## config.mk

```make
export PLATFORM = sky130hd
export DESIGN_NAME = uart_receive
export DESIGN_NICKNAME = d
export VERILOG_FILES = /design/src/rtl/uart_pkg.sv /design/src/rtl/sync_2ff.sv /design/src/rtl/uart_receive.sv
export SDC_FILE = /design/constraint.sdc
export NUM_CORES = 1
export LEC_CHECK = 0
export ABC_AREA = 1
export BUFFER_PORTS_ARGS = -buffer_cell sky130_fd_sc_hd__buf_2
export CAP_MARGIN = 25
export CORE_ASPECT_RATIO = 1.2
export CORE_UTILIZATION = 45
export CTS_CLUSTER_DIAMETER = 100
export DETAILED_ROUTE_END_ITERATION = 6
export PLACE_DENSITY = 0.59
export SLEW_MARGIN = 10
export SYNTH_ARGS = -nofsm -noshare
export SYNTH_HDL_FRONTEND = slang
export SYNTH_HIERARCHICAL = 1
export SYNTH_SLANG_ARGS = --single-unit
```

## constraint.sdc

```tcl
create_clock -name clk -period 3.86 [get_ports clk]
set_input_delay 1.158 -clock clk [delete_from_list [all_inputs] [get_ports clk]]
set_output_delay 1.158 -clock clk [all_outputs]
set_load 0.02 [all_outputs]
```

## src/rtl/uart_pkg.sv

```systemverilog
// Shared UART definitions: receiver state encoding, data width and baud divisor.
package uart_pkg;

  localparam int DATA_BITS = 8;

  typedef enum logic [2:0] {
    IDLE,
    START,
    DATA,
    STOP,
    WAIT_HIGH
  } rx_state_t;

  // Clocks per bit, truncated; uart_transmit uses the same divisor.
  function automatic int baud_period(input int freq, input int baud);
    return freq / baud;
  endfunction

endpackage

```

## src/rtl/sync_2ff.sv

```systemverilog
// Single-bit two-flop synchroniser for asynchronous inputs; RESET_VAL sets the idle level.
module sync_2ff #(
  parameter logic RESET_VAL = 1'b1
) (
  input  logic clk,
  input  logic rst,
  input  logic d,
  output logic q
);

  logic meta;

  always_ff @(posedge clk) begin
    if (rst) begin
      meta <= RESET_VAL;
      q    <= RESET_VAL;
    end else begin
      meta <= d;
      q    <= meta;
    end
  end

endmodule

```

## src/rtl/uart_receive.sv

```systemverilog
// 8N1 UART receiver: start-bit detect, centre sampling, one-cycle valid / frame_err pulses.
// Build option UART_RX_MAJORITY_EN: 2-of-3 majority vote around each sample centre.
//
// state     | meaning
// IDLE      | line idle, waiting for a low level on rx
// START     | validating the start bit at its centre
// DATA      | shifting in 8 data bits, LSB first
// STOP      | sampling the stop bit, then pulse valid or frame_err
// WAIT_HIGH | after a framing error, hold off until the line returns high
module uart_receive
  import uart_pkg::*;
#(
  parameter int INPUT_CLOCK_FREQ = 100_000_000,
  parameter int BAUD_RATE        = 9600
) (
  input  logic                 clk,
  input  logic                 rst,
  input  logic                 din,
  output logic [DATA_BITS-1:0] dout,
  output logic                 valid,
  output logic                 frame_err,
  output logic                 busy
);

  localparam int BAUD_PERIOD = baud_period(INPUT_CLOCK_FREQ, BAUD_RATE);
  localparam int HALF_PERIOD = BAUD_PERIOD / 2;
  localparam int CNT_W       = $clog2(BAUD_PERIOD);
  localparam int IDX_W       = $clog2(DATA_BITS);

`ifdef UART_RX_MAJORITY_EN
  // The vote needs the sample after the centre, so every decision lands one clock late.
  localparam int START_TC = HALF_PERIOD;
`else
  localparam int START_TC = HALF_PERIOD - 1;
`endif

  localparam logic [CNT_W-1:0] START_CNT = CNT_W'(START_TC);
  localparam logic [CNT_W-1:0] BIT_CNT   = CNT_W'(BAUD_PERIOD - 1);
  localparam logic [IDX_W-1:0] LAST_IDX  = IDX_W'(DATA_BITS - 1);

  logic                 rx;
  logic                 sample;
  rx_state_t            state_q, state_d;
  logic [CNT_W-1:0]     cnt_q, cnt_d;
  logic [IDX_W-1:0]     idx_q, idx_d;
  logic [DATA_BITS-1:0] shift_q, shift_d;
  logic [DATA_BITS-1:0] dout_d;
  logic                 valid_d;
  logic                 ferr_d;

  sync_2ff #(.RESET_VAL(1'b1)) u_sync (
    .clk (clk),
    .rst (rst),
    .d   (din),
    .q   (rx)
  );

`ifdef UART_RX_MAJORITY_EN
  logic [1:0] hist;

  always_ff @(posedge clk) begin
    if (rst) hist <= 2'b11;
    else     hist <= {hist[0], rx};
  end

  assign sample = (hist[1] & hist[0]) | (hist[1] & rx) | (hist[0] & rx);
`else
  assign sample = rx;
`endif

  assign busy = (state_q != IDLE);

  always_comb begin
    state_d = state_q;
    cnt_d   = cnt_q + 1'b1;
    idx_d   = idx_q;
    shift_d = shift_q;
    dout_d  = dout;
    valid_d = 1'b0;
    ferr_d  = 1'b0;
    case (state_q)
      IDLE: begin
        cnt_d = '0;
        if (!rx) state_d = START;
      end
      START: begin
        if (cnt_q == START_CNT) begin
          cnt_d   = '0;
          idx_d   = '0;
          state_d = sample ? IDLE : DATA;
        end
      end
      DATA: begin
        if (cnt_q == BIT_CNT) begin
          cnt_d          = '0;
          shift_d[idx_q] = sample;
          idx_d          = idx_q + 1'b1;
          if (idx_q == LAST_IDX) state_d = STOP;
        end
      end
      STOP: begin
        if (cnt_q == BIT_CNT) begin
          cnt_d = '0;
          if (sample) begin
            dout_d  = shift_q;
            valid_d = 1'b1;
            state_d = IDLE;
          end else begin
            ferr_d  = 1'b1;
            state_d = WAIT_HIGH;
          end
        end
      end
      WAIT_HIGH: begin
        cnt_d = '0;
        if (rx) state_d = IDLE;
      end
      default: state_d = IDLE;
    endcase
  end

  always_ff @(posedge clk) begin
    if (rst) begin
      state_q   <= IDLE;
      cnt_q     <= '0;
      idx_q     <= '0;
      shift_q   <= '0;
      dout      <= '0;
      valid     <= 1'b0;
      frame_err <= 1'b0;
    end else begin
      state_q   <= state_d;
      cnt_q     <= cnt_d;
      idx_q     <= idx_d;
      shift_q   <= shift_d;
      dout      <= dout_d;
      valid     <= valid_d;
      frame_err <= ferr_d;
    end
  end

endmodule

```

---- Word level (Yosys, flattened, before mapping) ----
Index checks and enable logic that the tools add are counted.
word-level totals
  word-level logic and storage cells ...... 59
  flip-flop bits (word level) ............. 40
operators by class
  $lt $le $gt $ge ......................... 2
  equality and inequality tests ........... 13
  add/sub/neg operators ................... 2
  multiplexer cells ....................... 20
  reductions and logical operators ........ 11
  bitwise logic cells ..................... 2
operator list
  kind                                                                count
  one-hot mux 14 bit (3 select lines)                                 1
  two-way mux 14 bit                                                  2
  two-way mux 3 bit                                                   9
  one-hot mux 3 bit (5 select lines)                                  1
  adder 14 x 1 -> 14 bit (second input constant)                      1
  == test 14 x 13 -> 1 bit (second input constant)                    1
  == test 14 bit (second input constant)                              1
  != test 2 bit (second input constant)                               5
  bitwise mux 8 bit                                                   1
  == test 3 x 2 -> 1 bit (second input constant)                      2
  == test 3 bit (second input constant)                               2
  one-hot mux 3 bit (2 select lines)                                  1
  AND reduction 3 bit                                                 2
  AND reduction 6 bit                                                 1
  less-than comparator 3 x 4 -> 1 bit (second input constant)         1
  OR reduction 2 bit                                                  2
  adder 3 x 1 -> 3 bit (second input constant)                        1
  demux 1 bit (select 3 bit)                                          1
  == test 3 x 1 -> 1 bit (second input constant)                      1
  greater-or-equal comparator 3 x 1 -> 1 bit (second input constant)  1
  logical NOT 3 bit                                                   1
  two-way mux 1 bit                                                   3
  nonzero test 3 bit                                                  1
  OR reduction 3 bit                                                  1
  other kinds (6)                                                     7

---- Logic depth before layout (Yosys ltp) ----
Gate-level depths: netlist (run 1).
  word-level depth ........................ 5
  depth in mapped cells ................... 11

---- Modules after synthesis ----
The synthesis (run 1) kept the hierarchy.
by module, submodules not included
  module        seq. area each (um^2)  area each (um^2)  cells each  instances
  uart_receive  760.7                  2024.4            312         1
  sync_2ff      40.0                   58.8              7           1

---- Worst setup path before layout (run 1) ----
No wires, ideal clock.
  path kind ............................... input port to flip-flop
  start point ............................. input port rst
  end point ............................... register cnt_q[13]
  slack ................................... 1.869 ns
  stages .................................. 5
  setup time .............................. 0.116 ns
  arrival ................................. 1.876 ns
  required time ........................... 3.744 ns
  cell sequence ........................... buf_2 -> clkinv_1 -> clkbuf_1 -> o21ai_0 -> nor2_1
RTL lines
  item                    line                 RTL
  start: declaration      uart_receive.sv:17   input logic rst,
  end signal: assignment  uart_receive.sv:133  cnt_q <= cnt_d;
  end: declaration        uart_receive.sv:44   logic [CNT_W-1:0] cnt_q, cnt_d;

==> results_dict.tcl, run 1 <==
set metrics [dict create \
    cts.htree.levels 2 \
    io_pins 14 \
    first_pass_iters 4 \
    worst_slew_pin_slew_ns 0.809 \
    ctsResizeCount 0 \
    skew_ns 0.00590 \
    die_w_um 64.1 \
    cts_buffers 5 \
    powerDensity_nw_per_um2 453 \
    syn_inst 319 \
    fin_ws_ns 1.59 \
    synth_area_leaders "dfxtp_1 38%, nand2_1 15%, nor2_1 12%" \
    cts_tree "built" \
    drc 0 \
    die_area_um2 4910 \
    antenna_left 0 \
    synth-seq-cells 40 \
    synth.distinct_cells 27 \
    worstPathMaxFanout 26 \
    place_congestion 0.814 \
    hold_path.class "reg2reg" \
    critPathTopFamily "buffers and inverters" \
    grtUsageTotal_pct 19.3 \
    start_util_pct 47.8 \
    wl_mm 4.20 \
    cap_viol_max_count 0 \
    io_buffer_count 13 \
    fin_nets 338 \
    detail_route.wl_per_cell_um 10.8 \
    clock-sinks 40 \
    diodes 0 \
    crit_top_cell "nand2_1" \
    clock_path_buffers 2 \
    fin_setup_tns_ns 0 \
    dp_hpwl_mm 3.11 \
    setup_viol 0 \
    dp.cells 381 \
    fin_crit_sh_pct 58.8 \
    cts_setup_buffers 0 \
    crit_path_start "rst" \
    fp.coreArea_um2 4360 \
    rsz0062_at_grt "no" \
    crit_path_end_kind "flip-flop" \
    holdCritStartpoint "u_sync/meta" \
    yosys.area.top_type "dfxtp_1" \
    synth_area_um2 2080 \
    rr_worst_depth 8 \
    grt_antenna_before_repair 0 \
    ir_drop_v 0.000278 \
    syn_nets 325 \
    clkLatencyLatePin_ns 0.29 \
    clk_pin_slew_ns 0.07 \
    grt_pass1_wl_mm 7.42 \
    area_delta_synth_final_pct 8.17 \
    crit_required_ns 4.04 \
    ys_seq_area_share_pct 38.4 \
    min_path_cells 2 \
    rows 26 \
    synth_area_per_cell_um2 6.53 \
    grt_pass1_vias 1708 \
    die_h_um 76.5 \
    rr_startpoint "cnt_q[0]" \
    crit_arrival_ns 2.45 \
    cp.depth 6 \
    fin_cells 389 \
    max_freq_ghz 0.440 \
    power.leakage_nw 1.05 \
    holdBufCountCts 0 \
    drive_gt1_share_pct 11.7 \
    worst-setup-path-type "in2reg" \
    min_period_ns 2.27 \
    hold_viol_final 0 \
    slew_headroom_pct 45.7 \
    setup.worst_path.start_class "primary input" \
    synth_top_cell_area_share_pct 38.4 \
    final_cell_mix "82 x nand2_1, 64 x nor2_1, 45 x inv_1" \
    vias_per_cell 4.80 \
    vias 1867 \
    grt_max_degree 27 \
    mostFrequentLayoutCell "nand2_1" \
    root_buffer "clkbuf_8" \
    pre_cts_slack_ns 1.25 \
    path_cells "buf_2 > clkinv_1 > nand2_1 > o21ai_0 > nand2_1 > a21oi_1" \
    cp_num_buf_inv 2 \
    grt.overflow.total 0 \
    yosysWarnings 6 \
    outcome "complete, no violations" \
    crit_path_max_incr_delay_ns 0.67 \
    slew_viol_final 0 \
    crit_path_top_delay_cell "clkinv_1" \
    drt_iter0_markers 95 \
]
[final timing paths]
check	slack [ns]	end
worst min-delay path	0.41	u_sync/q
worst max-delay path	1.59	cnt_q[12]
worst max register to register	2.21	cnt_q[12]
worst min register to register	0.41	u_sync/q
[metal layers]
metal,global-route usage [%],vias up,wire [um]
met5,0,-,0
met4,8.67,0,93
met3,4.04,9,134
met2,34.4,29,2080
met1,21.7,821,1900
li1,-,1008,-
[metrics by stage]
step | cell area (um2) | hold slack [ns] | utilization (%) | power [mW]
after global placement | 2160 | 0.382 | 49.6 | 0.742
final | 2250 | 0.407 | 51.7 | 1.02
after floorplan | 2080 | 0.380 | - | 0.694
after CTS | 2250 | 0.410 | 51.7 | 1.03
after global routing | 2250 | 0.458 | 51.7 | 1.10
after detailed placement | 2160 | 0.392 | 49.6 | 0.746
[synthesized netlist by cell type]
cell type / n
nor2_1: 64
nor3_1: 6
nand2_1: 82
or2_2: 1
clkinv_1: 1
nor2_4: 2
or2_1: 1
xor2_1: 1
ha_1: 3
a21oi_1: 14
buf_6: 2
nor2_2: 6
nand3_2: 1
nand3_4: 1
dfxtp_1: 40
nand3_1: 17
o21ai_0: 7
nand4_4: 1
nand2_2: 4
nand4_1: 10
inv_1: 45
clkbuf_1: 1
clkbuf_8: 1
nand2_4: 1
xnor2_1: 1
inv_2: 3
buf_2: 3
[kinds of logic after synthesis]
kind of cell               count (synthesis)  share of synthesized area (%)
AOI/OAI and AO/OA                         21                           5.05
xor gates and xnor gates                   2                          0.841
adders and majority gates                  3                           1.80
buffers and inverters                     56                           11.5
DFF                                       40                           38.4
and+or+nand+nor                          197                           42.4
[worst reg2reg max path: stages, from the launching register on]
cell and delay, ns:
dfxtp_1 0.36, ha_1 0.20, nand2_2 0.07, nor2_1 0.18
nand2_1 0.15, nor3_1 0.34, o21ai_0 0.13, nand2_1 0.07
a21oi_1 0.04
[sequential cells by signal, summed over array words and instances (netlist names)]
register and cells:
dout 8, state_q 3, u_sync/meta 1, cnt_q 14, u_sync/q 1, valid 1
idx_q 3, shift_q 8, frame_err 1
[power breakdown]
part / internal [mW] / total [mW] / switching (mW) / leakage [nW]
combinational: 0.0819 / 0.263 / 0.181 / 0.677
clock: 0.146 / 0.284 / 0.138 / 0.0455
sequential: 0.442 / 0.474 / 0.0318 / 0.324
total: 0.670 / 1.02 / 0.350 / 1.05
[area by class of cell]
type                       count  area, um2
tap                           56       70.1
sequential                    40        801
timing repair buffer          13       65.1
fill                         480       2110
multi-input combinational    223       1040
clock buffer                   8       90.1
inverter                      49        184
(Power assumes the default switching activity.)
==> run 2, diff against run 1 <==
==> constraint.sdc (replaced) <==
create_clock -name clk -period 2.1 [get_ports clk]
set_input_delay 0.63 -clock clk [delete_from_list [all_inputs] [get_ports clk]]
set_output_delay 0.63 -clock clk [all_outputs]
set_load 0.02 [all_outputs]
==> run 2 against run 1 <==
  * First-iteration DRC count down 29%
  * Largest power group unchanged
  * Critical path type is now reg2out
  * Global-route usage increased by 0.55 points
  * Sequential share of layout area down 0.68 points
  * Hold slack better by 0.0066 ns
  * Final cell count grew 0.77%
  * Total power increased by 95%
  * Die area unchanged
  * Sequential power up 84%
  * Utilization rose by 1.0 points
==> results_dict.tcl, run 2 (synthesized netlist as in run 1, its figures left out) <==
set metrics [dict create \
    io_buffer_count 13 \
    clkLatencyLatePin_ns 0.29 \
    diodes 0 \
    drc 0 \
    cts_tree "built" \
    max_freq_ghz 0.590 \
    grtUsageTotal_pct 19.9 \
    ctsResizeCount 0 \
    hold_path.class "reg2reg" \
    worstPathMaxFanout 6 \
    min_period_ns 1.70 \
    mostFrequentLayoutCell "nand2_1" \
    regMostFlops "cnt_q" \
    crit_required_ns 1.47 \
    rsz0062_at_grt "no" \
    detail_route.wl_per_cell_um 10.8 \
    io_pins 14 \
    n_fill_cell 470 \
    drt_iter0_markers 67 \
    drive_gt1_share_pct 13.1 \
    slew_headroom_pct 76.7 \
    hold_viol_final 0 \
    final_cell_mix "82 x nand2_1, 64 x nor2_1, 45 x inv_1" \
    fin_util_pct 52.7 \
    cap_viol_max_count 0 \
    powerDensity_nw_per_um2 868 \
    cts_setup_buffers 0 \
    holdBufCountCts 0 \
    setup.worst_path.start_class "flip-flop" \
    start_util_pct 47.8 \
    reg.largest.list "cnt_q (14), dout (8), shift_q (8)" \
    largest_reg_flops 14 \
    worst_slew_pin_slew_ns 0.349 \
    power.leakage_nw 1.07 \
    finalPower_mw 1.99 \
    setup_viol 0 \
    outcome "complete, no violations" \
    worst-setup-path-type "reg2out" \
    skew_ns 0.00626 \
    fin_setup_tns_ns 0 \
    fin_nets 341 \
    fin_crit_sh_pct 80.7 \
    die_w_um 64.1 \
    vias 1845 \
    cts.htree.levels 2 \
    rr_worst_depth 8 \
    ir_drop_v 0.000428 \
    place_congestion 0.844 \
    antenna_left 0 \
    clock_path_buffers 2 \
    rows 26 \
    grt_pass1_vias 1704 \
    holdCritStartpoint "u_sync/meta" \
    root_buffer "clkbuf_8" \
    crit_arrival_ns 1.07 \
    r2r-end "shift_q[4]" \
    grt_antenna_before_repair 0 \
    first_pass_iters 4 \
    grt.overflow.total 0 \
    grt_pass1_wl_mm 7.57 \
    ff2ff_setup_slack_ns 0.52 \
    clock-sinks 40 \
    rr_startpoint "state_q[2]" \
    vias_per_cell 4.71 \
    dp_hpwl_mm 3.19 \
    clk_pin_slew_ns 0.08 \
    fp.coreArea_um2 4360 \
    cts_buffers 5 \
    area_delta_synth_final_pct 10.3 \
    crit_path_end_kind "output port" \
    min_path_cells 2 \
    holdPathEnd "u_sync/q" \
    slew_viol_final 0 \
    wl_mm 4.23 \
    die_h_um 76.5 \
    grt_max_degree 17 \
    die_area_um2 4910 \
]
## run 2: cell types whose count changed in the layout (fill, tap and decap cells not counted)
| cell | delta |
|---|---|
| clkinvlp_4 | +1 |
| clkinv_2 | +1 |
| clkbuf_1 | -2 |
| clkbuf_8 | -1 |
| bufinv_16 | +1 |
| buf_4 | +3 |
## run 2: worst max path at each step
stage                from   endpoint  slack, ns  cells after the start
6_report       state_q[2]       busy       0.40                      3
5_1_grt        state_q[2]       busy       0.32                      3
4_1_cts        state_q[2]       busy       0.41                      3
3_5_place_dp          rst   cnt_q[8]       0.41                      5
3_3_place_gp          rst   cnt_q[8]       0.42                      5
2_1_floorplan         rst  cnt_q[13]       0.64                      5
## run 2: area by class of cell
cell class	count	area [um2]	share of cell area [%]
Multi-Input combinational cell	223	1040	45.4
Clock inverter	3	42.5	1.85
Sequential cell	40	801	34.9
Inverter	49	184	8.01
Timing Repair Buffer	16	87.6	3.81
Clock buffer	5	68.8	3.00
Tap cell	56	70.1	3.05
## run 2: metal layers
metal | vias to the layer above | part of all wire, % | wire [um] | GRT usage [%]
met2 | 21 | 49 | 2080 | 35.0
met3 | 10 | 2.4 | 101 | 3.14
li1 | 1010 | - | - | -
met5 | - | 0 | 0 | 0
met1 | 804 | 46 | 1960 | 23.1
met4 | 0 | 2.2 | 91 | 9.33
## run 2: power breakdown
part / internal (mW) / total, mW / switching (mW) / leakage [nW]
clock: 0.352 / 0.624 / 0.272 / 0.0541
sequential: 0.812 / 0.874 / 0.0620 / 0.324
combinational: 0.155 / 0.496 / 0.341 / 0.691
## run 2: metrics by stage
step	instance area (um2)	hold WS (ns)	setup WS [ns]	instances
after floorplan	2080	0.380	0.637	319
after global placement	2190	0.386	0.419	384
after detailed placement	2190	0.399	0.406	384
after CTS	2300	0.418	0.407	392
after global routing	2300	0.456	0.319	392
final	2300	0.413	0.404	392
## run 2: worst max-delay path, cell delays in order, from the launching register on
cell and delay, ns:
dfxtp_1 0.44, inv_1 0.11, nand2_1 0.07, buf_2 0.15
==> run 3, diff against run 2 <==
==> constraint.sdc (replaced) <==
create_clock -name clk -period 1.68 [get_ports clk]
set_input_delay 0.504 -clock clk [delete_from_list [all_inputs] [get_ports clk]]
set_output_delay 0.504 -clock clk [all_outputs]
set_load 0.02 [all_outputs]
==> run 3 against run 2 <==
  * Clock power rose by 26%
  * Sequential share of layout area fell by 0.82 points
  * Global-route usage rose by 0.080 points
  * Utilization rose by 1.3 points
  * First-iteration DRC count rose by 64%
  * Combinational power rose by 38%
  * Setup slack got worse by 0.27 ns
  * Die area did not move
  * Flip-flop and latch count did not move
  * Critical path depth rose by 7
  * Non-clock buffer count rose by 3
  * Critical path type is now reg2reg
  * Critical endpoint is now cnt_q[8]
==> results_dict.tcl, run 3 (synthesized netlist as in run 1, its figures left out) <==
set metrics [dict create \
    outcome "complete, no violations" \
    clock-sinks 40 \
    largest_reg_flops 14 \
    worstPathMaxFanout 6 \
    root_buffer "clkbuf_8" \
    worst_hold_slack_ns 0.390 \
    die_h_um 76.5 \
    place_area_um2 2210 \
    final_cell_mix "81 x nand2_1, 64 x nor2_1, 45 x inv_1" \
    fin_nets 345 \
    sequentialPowerShare_pct 42.6 \
    cts_buffers 5 \
    vias 1903 \
    crit_path_max_incr_delay_ns 0.36 \
    io_buffer_count 13 \
    drt_iter0_markers 110 \
    worst-setup-path-type "reg2reg" \
    swShare_pct 34.4 \
    hold_path.class "in2reg" \
    detail_route.wl_per_cell_um 11.1 \
    grt_max_degree 17 \
    max_freq_ghz 0.645 \
    start_util_pct 47.8 \
    cts.htree.levels 2 \
    ir_drop_v 0.000467 \
    skew_ns 0.00411 \
    crit_required_ns 1.87 \
    pre_cts_slack_ns 0.133 \
    crit_top_cell "nand2_2" \
    slew_headroom_pct 57.7 \
    first_pass_iters 4 \
    holdBufCountCts 0 \
    mostFrequentLayoutCell "nand2_1" \
    hold_viol_final 0 \
    power.leakage_nw 1.10 \
    grt_pass1_vias 1744 \
    min_period_ns 1.55 \
    grtUsageTotal_pct 20.0 \
    drc 0 \
    fin_crit_sh_pct 92.2 \
    path_cells "ha_2 > nand2_2 > inv_2 > nand2_2 > nor2_2 > nand2_2 > nand2_4 > nand3_4 > nand2_4 > nor2_1" \
    slew_viol_final 0 \
    dp.cells 387 \
    antenna_left 0 \
    wl_mm 4.41 \
    fp.coreArea_um2 4360 \
    vias_per_cell 4.81 \
    p_clk_share_pct 30.6 \
    regMostFlops "cnt_q" \
    cap_viol_max_count 0 \
    fin_cells 396 \
    dp_hpwl_mm 3.17 \
    rsz0062_at_grt "yes" \
    drive_gt1_share_pct 14.7 \
    finalPower_mw 2.56 \
    setup_viol 0 \
    fin_util_pct 54.0 \
    crit_path_end_kind "flip-flop" \
    grt.overflow.total 0 \
    fin_area_um2 2350 \
    place_congestion 0.852 \
    clock_path_buffers 2 \
    crit_path_top_delay_cell "dfxtp_1" \
    powerDensity_nw_per_um2 1090 \
    p_comb_share_pct 26.8 \
    clkLatencyLatePin_ns 0.29 \
    ff2ff_setup_slack_ns 0.13 \
    rows 26 \
    diodes 0 \
    fin_setup_tns_ns 0 \
    io_pins 14 \
    cts_tree "built" \
    clk_pin_slew_ns 0.08 \
    worst_slew_pin_slew_ns 0.627 \
    grt_pass1_wl_mm 7.67 \
    reg.largest.list "cnt_q (14), dout (8), shift_q (8)" \
    power_switching_uw 879 \
    setup.worst_path.start_class "flip-flop" \
    grt_antenna_before_repair 0 \
    die_w_um 64.1 \
    fin_ws_ns 0.131 \
    n_fill_cell 483 \
    crit_arrival_ns 1.74 \
    area_delta_synth_final_pct 12.9 \
    power.internal_mw 1.68 \
    die_area_um2 4910 \
]
run 3: cell types whose count changed in the layout (fill, tap and decap cells not counted):
cell	previous run	this run
nand3_4	1	2
ha_2	0	1
nand2_4	1	3
ha_1	3	2
nand2_1	82	81
buf_4	3	6
nand2_2	4	3
run 3: final cells by class:
class                           count  area [um2]  share of cell area (%)
Multi-Input combinational cell    224        1080                    45.7
Tap cell                           56        70.1                    2.98
Sequential cell                    40         801                    34.0
Inverter                           49         184                    7.82
Clock inverter                      3        42.5                    1.81
Timing Repair Buffer               19         110                    4.68
Clock buffer                        5        68.8                    2.93
run 3: final timing paths:
path               start          end  depth (start not counted)
max             cnt_q[0]     cnt_q[8]                         10
min reg2reg  u_sync/meta     u_sync/q                          2
max reg2reg     cnt_q[0]     cnt_q[8]                         10
min                  din  u_sync/meta                          3
run 3: worst max-delay path: cells and delay by family, from the launching register on:
family / cells / cell delay [ns]
simple gates: 8 / 0.83
flops: 1 / 0.36
fa+ha+maj: 1 / 0.21
buf+inv: 1 / 0.06
run 3: what timing repair did:
| action | CTS | global route |
|---|---|---|
| resized for setup | 0 | 5 |
| buffers inserted | 0 | 0 |
| endpoints found under the setup margin | 0 | 9 |
run 3: metal layers:
layer  part of all wire [%]  global-route usage (%)  routed length (um)  vias to the layer above
met5                      0                       0                   0                        -
met1                     46                    24.9                2040                      853
met3                    2.2                    4.34                  99                        9
met2                     50                    32.9                2190                       19
met4                    1.7                    8.22                  76                        0
li1                       -                       -                   -                     1022
run 3: power by group through the flow:
stage | Clock, mW | Combinational, mW | Sequential, mW
4_1_cts | 0.812 | 0.630 | 1.09
2_1_floorplan | 0 | 0.502 | 1.09
6_report | 0.784 | 0.686 | 1.09
5_1_grt | 0.863 | 0.797 | 1.10
3_5_place_dp | 0 | 0.628 | 1.11
3_3_place_gp | 0 | 0.620 | 1.11
